`config.mk`:
```
export PLATFORM = sky130hd
export DESIGN_NAME = rom_fetch
export DESIGN_NICKNAME = d
export VERILOG_FILES = /design/src/rtl/rom_fetch.sv
export SDC_FILE = /design/constraint.sdc
export NUM_CORES = 1
export LEC_CHECK = 0
export ABC_CLOCK_PERIOD_IN_PS = 5000
export CORE_ASPECT_RATIO = 1.25
export CORE_MARGIN = 2
export CORE_UTILIZATION = 25
export DETAILED_ROUTE_END_ITERATION = 6
export DONT_BUFFER_PORTS = 1
export PLACE_DENSITY = 0.5
export SYNTH_ARGS = -nofsm -noshare
export SYNTH_HDL_FRONTEND = slang
export SYNTH_SLANG_ARGS = --single-unit
```
`constraint.sdc`:
```
create_clock -name clk -period 5 [get_ports clk]
set_input_delay 1.5 -clock clk [delete_from_list [all_inputs] [get_ports clk]]
set_output_delay 1.5 -clock clk [all_outputs]
set_load 0.01 [all_outputs]
```
`src/rtl/rom_fetch.sv`:
```
// rom_fetch: fetches a 32-bit word as two halfword reads from a 1-cycle-latency ROM and flags illegal addresses.
// Define ROM_FETCH_CACHE_EN to add a one-entry cache of the most recent legal fetch.
module rom_fetch #(
  parameter int ROM_ADDR_WIDTH = 14,
  parameter int ROM_DATA_WIDTH = 16
) (
  input  logic                      clk,
  input  logic                      rst_n,
  input  logic                      req_valid,
  output logic                      req_ready,
  input  logic [31:0]               req_addr,
  output logic                      rsp_valid,
  input  logic                      rsp_ready,
  output logic [31:0]               rsp_data,
  output logic                      rsp_err,
  output logic [ROM_ADDR_WIDTH-1:0] rom_addr,
  input  logic [ROM_DATA_WIDTH-1:0] rom_q
);
  localparam int AW = ROM_ADDR_WIDTH;
  typedef enum logic [2:0] {IDLE, LO, HI, CAP, RESP} state_t;
  state_t state, next;
  logic [AW-1:0] idx;
  logic [ROM_DATA_WIDTH-1:0] lo;
  logic bad, accept, hit;
  logic [31:0] hit_data;
  assign idx = req_addr[AW:1];
  // the top halfword index is illegal because its upper half would wrap to 0
  assign bad = req_addr[0] | (|req_addr[31:AW+1]) | (&idx);
  assign req_ready = state == IDLE;
  assign accept = req_valid && req_ready;
`ifdef ROM_FETCH_CACHE_EN
  logic c_valid;
  logic [31:0] c_tag, c_data, addr_r;
  assign hit = c_valid && c_tag == req_addr;
  assign hit_data = c_data;
  always_ff @(posedge clk or negedge rst_n)
    if (!rst_n) begin
      c_valid <= 1'b0;
      c_tag <= '0;
      c_data <= '0;
      addr_r <= '0;
    end else begin
      if (accept) addr_r <= req_addr;
      if (state == CAP) begin
        c_valid <= 1'b1;
        c_tag <= addr_r;
        c_data <= {rom_q, lo};
      end
    end
`else
  assign hit = 1'b0;
  assign hit_data = '0;
`endif
  always_ff @(posedge clk or negedge rst_n)
    if (!rst_n) state <= IDLE;
    else state <= next;
  always_comb begin
    next = state;
    case (state)
      IDLE: next = accept ? ((bad || hit) ? RESP : LO) : IDLE;
      LO: next = HI;
      HI: next = CAP;
      CAP: next = RESP;
      RESP: next = (rsp_valid && rsp_ready) ? IDLE : RESP;
      default: next = IDLE;
    endcase
  end
  always_ff @(posedge clk or negedge rst_n)
    if (!rst_n) begin
      rom_addr <= '0;
      lo <= '0;
      rsp_data <= '0;
      rsp_err <= 1'b0;
      rsp_valid <= 1'b0;
    end else begin
      case (state)
        IDLE:
          if (accept) begin
            if (bad) begin
              rsp_err <= 1'b1;
              rsp_data <= '0;
            end else if (hit) begin
              rsp_err <= 1'b0;
              rsp_data <= hit_data;
            end else rom_addr <= idx;
          end
        LO: rom_addr <= rom_addr + 1'b1;
        HI: lo <= rom_q;
        CAP: begin
          rsp_data <= {rom_q, lo};
          rsp_err <= 1'b0;
          rsp_valid <= 1'b1;
        end
        // error and cache-hit responses arrive here with rsp_valid still low and raise it one cycle later
        RESP: rsp_valid <= !(rsp_valid && rsp_ready);
        default: ;
      endcase
    end
endmodule
```
==> results of run 1 <==
[cell families after synthesis]
logic type	count (synthesis)
simple gates	131
flops	67
compound gates	64
buf+inv	19
mux	18
fa+ha+maj	1
[report_power, final]
part | leakage, nW | switching (W) | internal, W
sequential | 0.868 | 0.0000125 | 0.000550
combinational | 0.440 | 0.0000425 | 0.0000181
clock | 0.163 | 0.000227 | 0.000501
[cell usage in the layout, fill, tap and decap left out, types with 2 or more instances in the layout]
cell type   n
a211o_1     2
a21oi_1    40
a221o_1     2
and4_1      2
buf_4       6
bufinv_16   3
clkbuf_1    2
clkbuf_16   9
dfrtp_1    67
inv_1       2
mux2_2     16
mux2i_1     2
nand2_1    82
nand2b_1    2
nand3_1     4
nand4_1     6
nor2_1      9
nor3_1      6
nor3_2      2
nor3b_1     2
nor4_1      6
nor4_2      2
o21ai_0    10
o21ai_1     4
or2_2       2
[path summary, 6_finish.rpt]
| path | from | endpoint | slack (ns) | cells after the start |
|---|---|---|---|---|
| min | lo[0] | lo[0] | 0.51 | 1 |
| min in group asynchronous | rst_n | rom_addr[13] | 0.87 | 0 |
| max in group asynchronous | rst_n | rsp_data[11] | 4.02 | 0 |
| max reg2reg | state[0] | rom_addr[13] | 2.72 | 5 |
| min reg2reg | lo[0] | lo[0] | 0.51 | 1 |
| max | state[0] | req_ready | 2.17 | 1 |
[metal layers]
| metal | vias up | GRT usage (%) | wire [microns] |
|---|---|---|---|
| met5 | - | 0 | 0 |
| met4 | 0 | 5.326 | 137 |
| met3 | 12 | 4.584 | 595 |
| met2 | 77 | 20.31 | 3712 |
| met1 | 1074 | 15.26 | 3102 |
| li1 | 1043 | - | - |
[layout make-up]
class,instances,area [sq um]
clock buffer,12,246.5
inverter,2,7.507
sequential,67,1677
timing repair buffer,6,45.04
fill,1227,8125
tap,138,172.7
multi-input combinational,214,1190
clock inverter,4,97.59
[flip-flops by register name, summed over array words and instances (netlist names)]
register	count
lo	16
rom_addr	14
rsp_data	32
rsp_err	1
rsp_valid	1
state	3
[metrics by stage]
step	total power, W	utilization (%)	worst slack (ns)	hold slack (ns)
6_report	0.001351	29.72	2.174	0.5078
5_1_grt	0.001414	29.72	2.046	0.5333
4_1_cts	0.001382	29.72	2.137	0.5106
3_5_place_dp	0.0006353	26.74	1.885	0.4961
3_3_place_gp	0.0006345	26.74	1.931	0.4914
2_1_floorplan	0.0006177	-	2.051	0.4806
==> flow_metrics.env, run 1 <==
export IMPL_synth_top_family_by_area="simple AND/OR/NAND/NOR gates"
export IMPL_syn_nets=353
export IMPL_clock_root_buffer="clkbuf_16"
export IMPL_io_buffers=0
export IMPL_dp_cells=427
export IMPL_final_area_sq_mm=0.003436
export IMPL_setup_tns_ns=0
export IMPL_grt_pass1_wl_microns=12320
export IMPL_critPathMaxFanout=7
export IMPL_clock_sinks=67
export IMPL_cellPowerDensity_mw_per_mm2=393.3
export IMPL_cts_hold_buffers=0
export IMPL_vias_per_cell=4.980
export IMPL_drt_iter0_drc=70
export IMPL_clk_pin_slew_worst_paths_ns=0.06
export IMPL_min_period_over_period_pct=56.53
export IMPL_status="complete, no violations"
export IMPL_async_reset_ff_share_pct=100.0
export IMPL_arrival_ns=1.33
export IMPL_synth_top_cell_area_share_pct=57.05
export IMPL_start_util_pct=25.42
export IMPL_overflow=0
export IMPL_synth_area_sq_mm=0.002939
export IMPL_place_congestion=0.8450
export IMPL_yosysUniqueCellTypes=36
export IMPL_drc_errors=0
export IMPL_rsz0062_at_grt="false"
export IMPL_grt_pass1_vias=2358
export IMPL_drtAntennaViolNets=0
export IMPL_synth_common_cells="nand2_1 (82), dfrtp_1 (67), a21oi_1 (40)"
export IMPL_vias=2206
export IMPL_seq_area_frac_synth_pct=57.05
export IMPL_synth_compound_area_share_pct=12.13
export IMPL_post_cts_resized=0
export IMPL_syn_area_per_cell_sq_um=9.797
export IMPL_dr_pass1_iters=4
export IMPL_fin_crit_ns=2.826
export IMPL_num_io_pins=101
export IMPL_placementRows=44
export IMPL_cpMaxStageDelayCell="nor3_1"
export IMPL_worst_setup_path_end_kind="output pin"
export IMPL_yosys_area_top_type="dfrtp_1"
export IMPL_area_growth_pct=16.90
export IMPL_finClkSkew_ns=0.003536
export IMPL_critical_path_top_delay_family="simple AND/OR/NAND/NOR gates"
export IMPL_synth_edf_count=0
export IMPL_setup_viol=0
export IMPL_worst_pin_slew_ns=0.7760
export IMPL_grt_max_degree=68
export IMPL_hold_viol=0
export IMPL_place_area_sq_mm=0.003092
export IMPL_finalMaxSlewViolations=0
export IMPL_synth_most_common_cell="nand2_1"
export IMPL_p_leak_nw=1.471
export IMPL_worstSetupPathType="reg2out"
export IMPL_cts_setup_buffers=0
export IMPL_ctsHtreeMaxLevel=3
export IMPL_core_sq_mm=0.01156
export IMPL_ir_drop_v=0.0001275
export IMPL_path_cells="nor3_1"
export IMPL_fp_dieArea_sq_mm=0.01265
export IMPL_die_x_microns=101.0
export IMPL_hold_path_class="reg2reg"
export IMPL_slowest_delay_ns=0.57
export IMPL_cts_buffers=9
export IMPL_nNetsFinal=353
export IMPL_yosys_area_share_simple_pct=20.95
export IMPL_synth_xor_area_share_pct=0
export IMPL_die_y_microns=125.2
export IMPL_final_cells=443
export IMPL_critPathRequiredTime_ns=3.50
export IMPL_synth_area_top_cells="dfrtp_1 (57%), nand2_1 (10%), a21oi_1 (6.8%)"
export IMPL_cts_tree="done"
export IMPL_cp_start_kind="flop"
export IMPL_grt_usage_pct=12.67
export IMPL_clock_path_buffers=2
export IMPL_antenna_found_initial=0
export IMPL_wirelength_microns=7548
export IMPL_dpl_hpwl_microns=5103
export IMPL_drive_gt1_share_pct=14.10
export IMPL_worst_skew_pair_late_latency_ns=0.32
export IMPL_fmax_mhz=353.8
export IMPL_maxCapViolCount=0
export IMPL_max_slew_margin_pct=47.79
export IMPL_post_drt_wl_per_cell_microns=17.04
export IMPL_yosys_warnings=0
export IMPL_synthAdderAreaFrac_pct=0.4257
export IMPL_antenna_cells=0
export IMPL_synthMuxAreaShare_pct=6.811
export IMPL_yosys_most_used_dff="dfrtp_1"
export IMPL_ys_seq_elements=67
export IMPL_path_buf_inv=0
export IMPL_synthCells=300
(Power assumes the default switching activity.)
==> inputs of run 2 (changes only) <==
--- a/config.mk
+++ b/config.mk
@@ -5,13 +5,13 @@
 export SDC_FILE = /design/constraint.sdc
 export NUM_CORES = 1
 export LEC_CHECK = 0
-export ABC_CLOCK_PERIOD_IN_PS = 5000
+export ABC_CLOCK_PERIOD_IN_PS = 2600
 export CORE_ASPECT_RATIO = 1.25
 export CORE_MARGIN = 2
 export CORE_UTILIZATION = 25
 export DETAILED_ROUTE_END_ITERATION = 6
 export DONT_BUFFER_PORTS = 1
-export PLACE_DENSITY = 0.5
+export PLACE_DENSITY = 0.52
 export SYNTH_ARGS = -nofsm -noshare
 export SYNTH_HDL_FRONTEND = slang
 export SYNTH_SLANG_ARGS = --single-unit
==> constraint.sdc (replaced) <==
create_clock -name clk -period 2.6 [get_ports clk]
set_input_delay 0.78 -clock clk [delete_from_list [all_inputs] [get_ports clk]]
set_output_delay 0.78 -clock clk [all_outputs]
set_load 0.01 [all_outputs]
==> flow_metrics.env, run 2 (same netlist as run 1, synthesis figures left out) <==
export IMPL_arrival_ns=2.34
export IMPL_ir_drop_v=0.0002500
export IMPL_cts_hold_buffers=0
export IMPL_slowest_delay_ns=0.52
export IMPL_status="complete, no violations"
export IMPL_die_x_microns=101.0
export IMPL_drive_gt1_share_pct=14.56
export IMPL_wirelength_microns=7249
export IMPL_antenna_cells=0
export IMPL_p_leak_nw=1.474
export IMPL_r2r_setup_slack_ns=0.47
export IMPL_cts_buffers=9
export IMPL_grt_max_degree=68
export IMPL_setup_slack_ns=0.4708
export IMPL_worstSetupPathType="reg2reg"
export IMPL_regMostFlops="rsp_data"
export IMPL_layout_common_cells="nand2_1 (82), dfrtp_1 (67), a21oi_1 (40)"
export IMPL_clk_pin_slew_worst_paths_ns=0.05
export IMPL_worst_pin_slew_ns=0.4683
export IMPL_min_period_over_period_pct=81.89
export IMPL_die_y_microns=125.2
export IMPL_grt_pass1_wl_microns=11600
export IMPL_max_slew_margin_pct=68.49
export IMPL_p_int_w=0.001883
export IMPL_finClkSkew_ns=0.005149
export IMPL_largest_reg_flops=32
export IMPL_cp_start_kind="flop"
export IMPL_critical_path_top_delay_family="simple AND/OR/NAND/NOR gates"
export IMPL_vias=2227
export IMPL_worst_setup_path_end_kind="flop"
export IMPL_worst_skew_pair_late_latency_ns=0.32
export IMPL_clock_sinks=67
export IMPL_overflow=0
export IMPL_hold_path_class="in2async"
export IMPL_fin_crit_ns=2.129
export IMPL_num_io_pins=101
export IMPL_drc_errors=0
export IMPL_dr_pass1_iters=4
export IMPL_pwr_share_clk_pct=49.0
export IMPL_place_congestion=0.8486
export IMPL_antenna_found_initial=0
export IMPL_grt_usage_pct=11.94
export IMPL_fp_dieArea_sq_mm=0.01265
export IMPL_post_drt_wl_per_cell_microns=16.22
export IMPL_seq_power_share_pct=45.2
export IMPL_dp_cells=431
export IMPL_placementRows=44
export IMPL_finalMaxSlewViolations=0
export IMPL_dpl_hpwl_microns=4868
export IMPL_nNetsFinal=357
export IMPL_cpMaxStageDelayCell="or3b_1"
export IMPL_fmax_mhz=469.7
export IMPL_post_cts_resized=0
export IMPL_pwr_share_comb_pct=5.9
export IMPL_io_buffers=0
export IMPL_final_cells=447
export IMPL_final_common_cell="nand2_1"
export IMPL_path_buf_inv=0
export IMPL_critPathRequiredTime_ns=2.81
export IMPL_grt_pass1_vias=2250
export IMPL_drt_iter0_drc=70
export IMPL_place_ws_ns=0.2864
export IMPL_cts_tree="done"
export IMPL_setup_tns_ns=0
export IMPL_power_switching_w=0.0005143
export IMPL_top_regs="rsp_data (32), lo (16), rom_addr (14)"
export IMPL_drtAntennaViolNets=0
export IMPL_path_cells="or3b_1 > nor4_1 > and4_1 > nor3_1 > a221oi_1"
export IMPL_maxCapViolCount=0
export IMPL_cellPowerDensity_mw_per_mm2=700.3
export IMPL_critPathMaxFanout=8
export IMPL_clock_path_buffers=2
export IMPL_clock_root_buffer="clkbuf_16"
export IMPL_start_util_pct=25.42
export IMPL_post_route_util_pct=29.61
export IMPL_cts_setup_buffers=0
export IMPL_hold_viol=0
export IMPL_core_sq_mm=0.01156
export IMPL_timing_rr_end="rom_addr[10]"
export IMPL_setup_viol=0
export IMPL_worst_hold_slack_ns=0.1502
export IMPL_worstRegToRegCells=5
export IMPL_rsz0062_at_grt="false"
export IMPL_nFillCells=1206
export IMPL_p_sw_share_pct=21.45
export IMPL_vias_per_cell=4.982
export IMPL_ctsHtreeMaxLevel=3
export IMPL_reg2reg_from="state[0]"
export IMPL_area_growth_pct=16.47
run 2: changes by cell type in the layout (fill, tap and decap cells not counted), sizes merged:
cell	before	now
buf	6	10
bufinv	3	1
clkinv	0	1
clkbuf	12	14
clkinvlp	1	0
run 2: stage by stage:
step | power [W] | instance area, sq um
6_report | 0.002397 | 3423
5_1_grt | 0.002520 | 3423
4_1_cts | 0.002459 | 3423
3_5_place_dp | 0.001246 | 3134
3_3_place_gp | 0.001242 | 3134
2_1_floorplan | 0.001188 | 2939
run 2: how the worst max path moves through the flow:
stage,startpoint,slack [ns],cells after the start,endpoint
final,state[0],0.47,5,rom_addr[10]
after floorplan,req_addr[4],0.37,6,rsp_data[20]
after global placement,req_addr[23],0.29,6,rom_addr[2]
after detailed placement,req_addr[23],0.29,6,rom_addr[2]
after global routing,state[0],0.41,4,rom_addr[11]
after CTS,state[0],0.48,5,rom_addr[10]
run 2: final cells by class:
type	instances	area [sq um]	share of cell area, %
inverter	2	7.507	0.2193
sequential	67	1677	48.98
clock buffer	14	254.0	7.420
clock inverter	2	35.03	1.023
tap	138	172.7	5.044
multi-input combinational	214	1190	34.76
timing repair buffer	10	87.58	2.558
run 2: per-layer routing:
metal	wire length, microns	part of all wire (%)	GRT usage [%]	vias to the layer above
met1	3058	42	14.29	1102
li1	-	-	-	1054
met4	38	0.52	5.167	0
met5	0	0	0	-
met2	3573	49	18.67	69
met3	578	8.0	5.087	2
run 2: power groups by stage:
stage / logic [W] / registers (W) / clock network (W)
6_report: 0.000141 / 0.00108 / 0.00117
5_1_grt: 0.000158 / 0.00109 / 0.00127
4_1_cts: 0.000145 / 0.00108 / 0.00123
3_3_place_gp: 0.000142 / 0.00110 / 0
3_5_place_dp: 0.000145 / 0.00110 / 0
2_1_floorplan: 0.0000928 / 0.00110 / 0
run 2: worst register-to-register path, cell delays in order, from the launching register on:
cell      delay [ns]
dfrtp_1         0.46
or3b_1          0.52
nor4_1          0.50
and4_1          0.28
nor3_1          0.05
a221oi_1        0.22
==> inputs of run 3 (changes only) <==
--- a/config.mk
+++ b/config.mk
@@ -5,13 +5,13 @@
 export SDC_FILE = /design/constraint.sdc
 export NUM_CORES = 1
 export LEC_CHECK = 0
-export ABC_CLOCK_PERIOD_IN_PS = 2600
+export ABC_CLOCK_PERIOD_IN_PS = 2000
 export CORE_ASPECT_RATIO = 1.25
 export CORE_MARGIN = 2
 export CORE_UTILIZATION = 25
 export DETAILED_ROUTE_END_ITERATION = 6
 export DONT_BUFFER_PORTS = 1
-export PLACE_DENSITY = 0.52
+export PLACE_DENSITY = 0.5
 export SYNTH_ARGS = -nofsm -noshare
 export SYNTH_HDL_FRONTEND = slang
 export SYNTH_SLANG_ARGS = --single-unit
==> constraint.sdc (replaced) <==
create_clock -name clk -period 2 [get_ports clk]
set_input_delay 0.6 -clock clk [delete_from_list [all_inputs] [get_ports clk]]
set_output_delay 0.6 -clock clk [all_outputs]
set_load 0.01 [all_outputs]
==> flow_metrics.env, run 3 (same netlist as run 1, synthesis figures left out) <==
export IMPL_grt_max_degree=68
export IMPL_min_period_over_period_pct=96.46
export IMPL_largest_reg_flops=32
export IMPL_violations="negative hold slack"
export IMPL_drtAntennaViolNets=0
export IMPL_slowest_delay_ns=0.68
export IMPL_final_area_sq_mm=0.003533
export IMPL_path_buf_inv=0
export IMPL_fmax_mhz=518.4
export IMPL_crit_path_end="rom_addr[11]"
export IMPL_post_drt_wl_per_cell_microns=16.88
export IMPL_clock_sinks=67
export IMPL_timing_rr_end="rom_addr[11]"
export IMPL_critPathRequiredTime_ns=2.21
export IMPL_path_depth=4
export IMPL_worst_hold_slack_ns=-0.02769
export IMPL_p_int_w=0.002627
export IMPL_setup_viol=0
export IMPL_vias_per_cell=5.062
export IMPL_crit_start="state[1]"
export IMPL_worst_setup_path_end_kind="flop"
export IMPL_rsz0062_at_grt="false"
export IMPL_nNetsFinal=364
export IMPL_arrival_ns=2.14
export IMPL_place_ws_ns=-0.03196
export IMPL_setup_slack_ns=0.07086
export IMPL_cts_buffers=9
export IMPL_critical_path_top_delay_family="simple AND/OR/NAND/NOR gates"
export IMPL_post_route_util_pct=30.56
export IMPL_cpMaxStageDelayCell="or4_1"
export IMPL_path_cells="or3b_1 > or4_1 > o21ai_0 > o21ai_1"
export IMPL_area_growth_pct=20.22
export IMPL_cp_start_kind="flop"
export IMPL_layout_common_cells="nand2_1 (82), dfrtp_1 (67), a21oi_1 (40)"
export IMPL_io_buffers=0
export IMPL_worstSetupPathType="reg2reg"
export IMPL_hold_path_class="in2async"
export IMPL_cellPowerDensity_mw_per_mm2=947.3
export IMPL_clock_path_buffers=2
export IMPL_ir_drop_v=0.0003363
export IMPL_drive_gt1_share_pct=18.35
export IMPL_final_common_cell="nand2_1"
export IMPL_grt_pass1_wl_microns=12440
export IMPL_clock_root_buffer="clkbuf_16"
export IMPL_critPathMaxFanout=6
export IMPL_die_y_microns=125.2
export IMPL_regMostFlops="rsp_data"
export IMPL_overflow=0
export IMPL_start_util_pct=25.42
export IMPL_fin_crit_ns=1.929
export IMPL_ctsHtreeMaxLevel=3
export IMPL_fp_dieArea_sq_mm=0.01265
export IMPL_top_regs="rsp_data (32), lo (16), rom_addr (14)"
export IMPL_reg2reg_from="state[1]"
export IMPL_seq_power_share_pct=41.7
export IMPL_die_x_microns=101.0
export IMPL_cts_tree="done"
export IMPL_pwr_share_clk_pct=51.6
export IMPL_status="finished with violations"
export IMPL_r2r_setup_slack_ns=0.07
export IMPL_dpl_hpwl_microns=5310
export IMPL_power_switching_w=0.0007202
export IMPL_finClkSkew_ns=0.003314
export IMPL_drt_iter0_drc=87
export IMPL_clk_pin_slew_worst_paths_ns=0.05
export IMPL_vias=2298
export IMPL_dr_pass1_iters=4
export IMPL_worst_skew_pair_late_latency_ns=0.32
export IMPL_antenna_cells=0
export IMPL_worstRegToRegCells=4
export IMPL_drc_errors=0
export IMPL_maxCapViolCount=0
export IMPL_max_slew_margin_pct=74.28
export IMPL_place_congestion=0.8405
export IMPL_placementRows=44
export IMPL_place_area_sq_mm=0.003193
export IMPL_pwr_share_comb_pct=6.7
export IMPL_p_leak_nw=1.529
export IMPL_p_sw_share_pct=21.52
export IMPL_wirelength_microns=7662
export IMPL_finalMaxSlewViolations=0
export IMPL_worst_pin_slew_ns=0.3858
export IMPL_grt_usage_pct=12.88
export IMPL_grt_pass1_vias=2322
export IMPL_antenna_found_initial=0
export IMPL_core_sq_mm=0.01156
export IMPL_num_io_pins=101
export IMPL_hold_viol=67
## run 3: changes by cell type in the layout (fill, tap and decap cells not counted), sizes merged
cell / change
buf: +7
clkinvlp: +1
bufinv: +1
clkbuf: -2
## run 3: power groups by stage
stage	Combinational (W)	Sequential, W	Clock (W)
after detailed placement	0.000227	0.00142	0
after global routing	0.000251	0.00140	0.00185
final	0.000223	0.00140	0.00173
after CTS	0.000228	0.00140	0.00179
after floorplan	0.000121	0.00142	0
after global placement	0.000223	0.00142	0
## run 3: layout make-up
cell class,count,area [sq um]
clock buffer,12,256.5
clock inverter,4,72.57
fill,1232,8028
inverter,2,7.507
multi-input combinational,214,1207
sequential,67,1677
tap,138,172.7
timing repair buffer,17,140.1
## run 3: worst min-delay path by stage
stage | startpoint | endpoint | slack (ns) | cells past startpoint
floorplan | rst_n | lo[0] | 0.30 | 0
global placement | rst_n | rom_addr[13] | 0.31 | 0
detailed placement | rst_n | rsp_data[0] | 0.31 | 0
CTS | rst_n | rsp_data[28] | -0.05 | 0
global route | rst_n | rom_addr[10] | -0.06 | 0
finish | rst_n | state[1] | -0.03 | 0
## run 3: timing repair
| item | 4_1_cts | 5_1_grt |
|---|---|---|
| setup buffers | 0 | 0 |
| endpoints found under the hold margin | 67 | 67 |
| endpoints found under the setup margin | 0 | 9 |
| gates resized for setup | 0 | 2 |
## run 3: layer usage
| layer | up-vias | part of all wire, % | track usage [%] | wire (microns) |
|---|---|---|---|---|
| met2 | 105 | 48 | 20.67 | 3709 |
| met3 | 11 | 9.3 | 5.813 | 711 |
| met1 | 1112 | 40 | 15.08 | 3099 |
| li1 | 1070 | - | - | - |
| met4 | 0 | 1.9 | 4.690 | 142 |
| met5 | - | 0 | 0 | 0 |
## run 3: through the flow
stage / TNS [ns] / hold WS (ns) / instances / total power [W]
after floorplan: -0.00002554 / 0.3044 / 300 / 0.001545
after global placement: 0 / 0.3083 / 438 / 0.001644
after global routing: 0 / -0.05877 / 454 / 0.003495
after CTS: 0 / -0.05050 / 454 / 0.003411
final: 0 / -0.02769 / 454 / 0.003347
after detailed placement: -0.04195 / 0.3074 / 438 / 0.001648
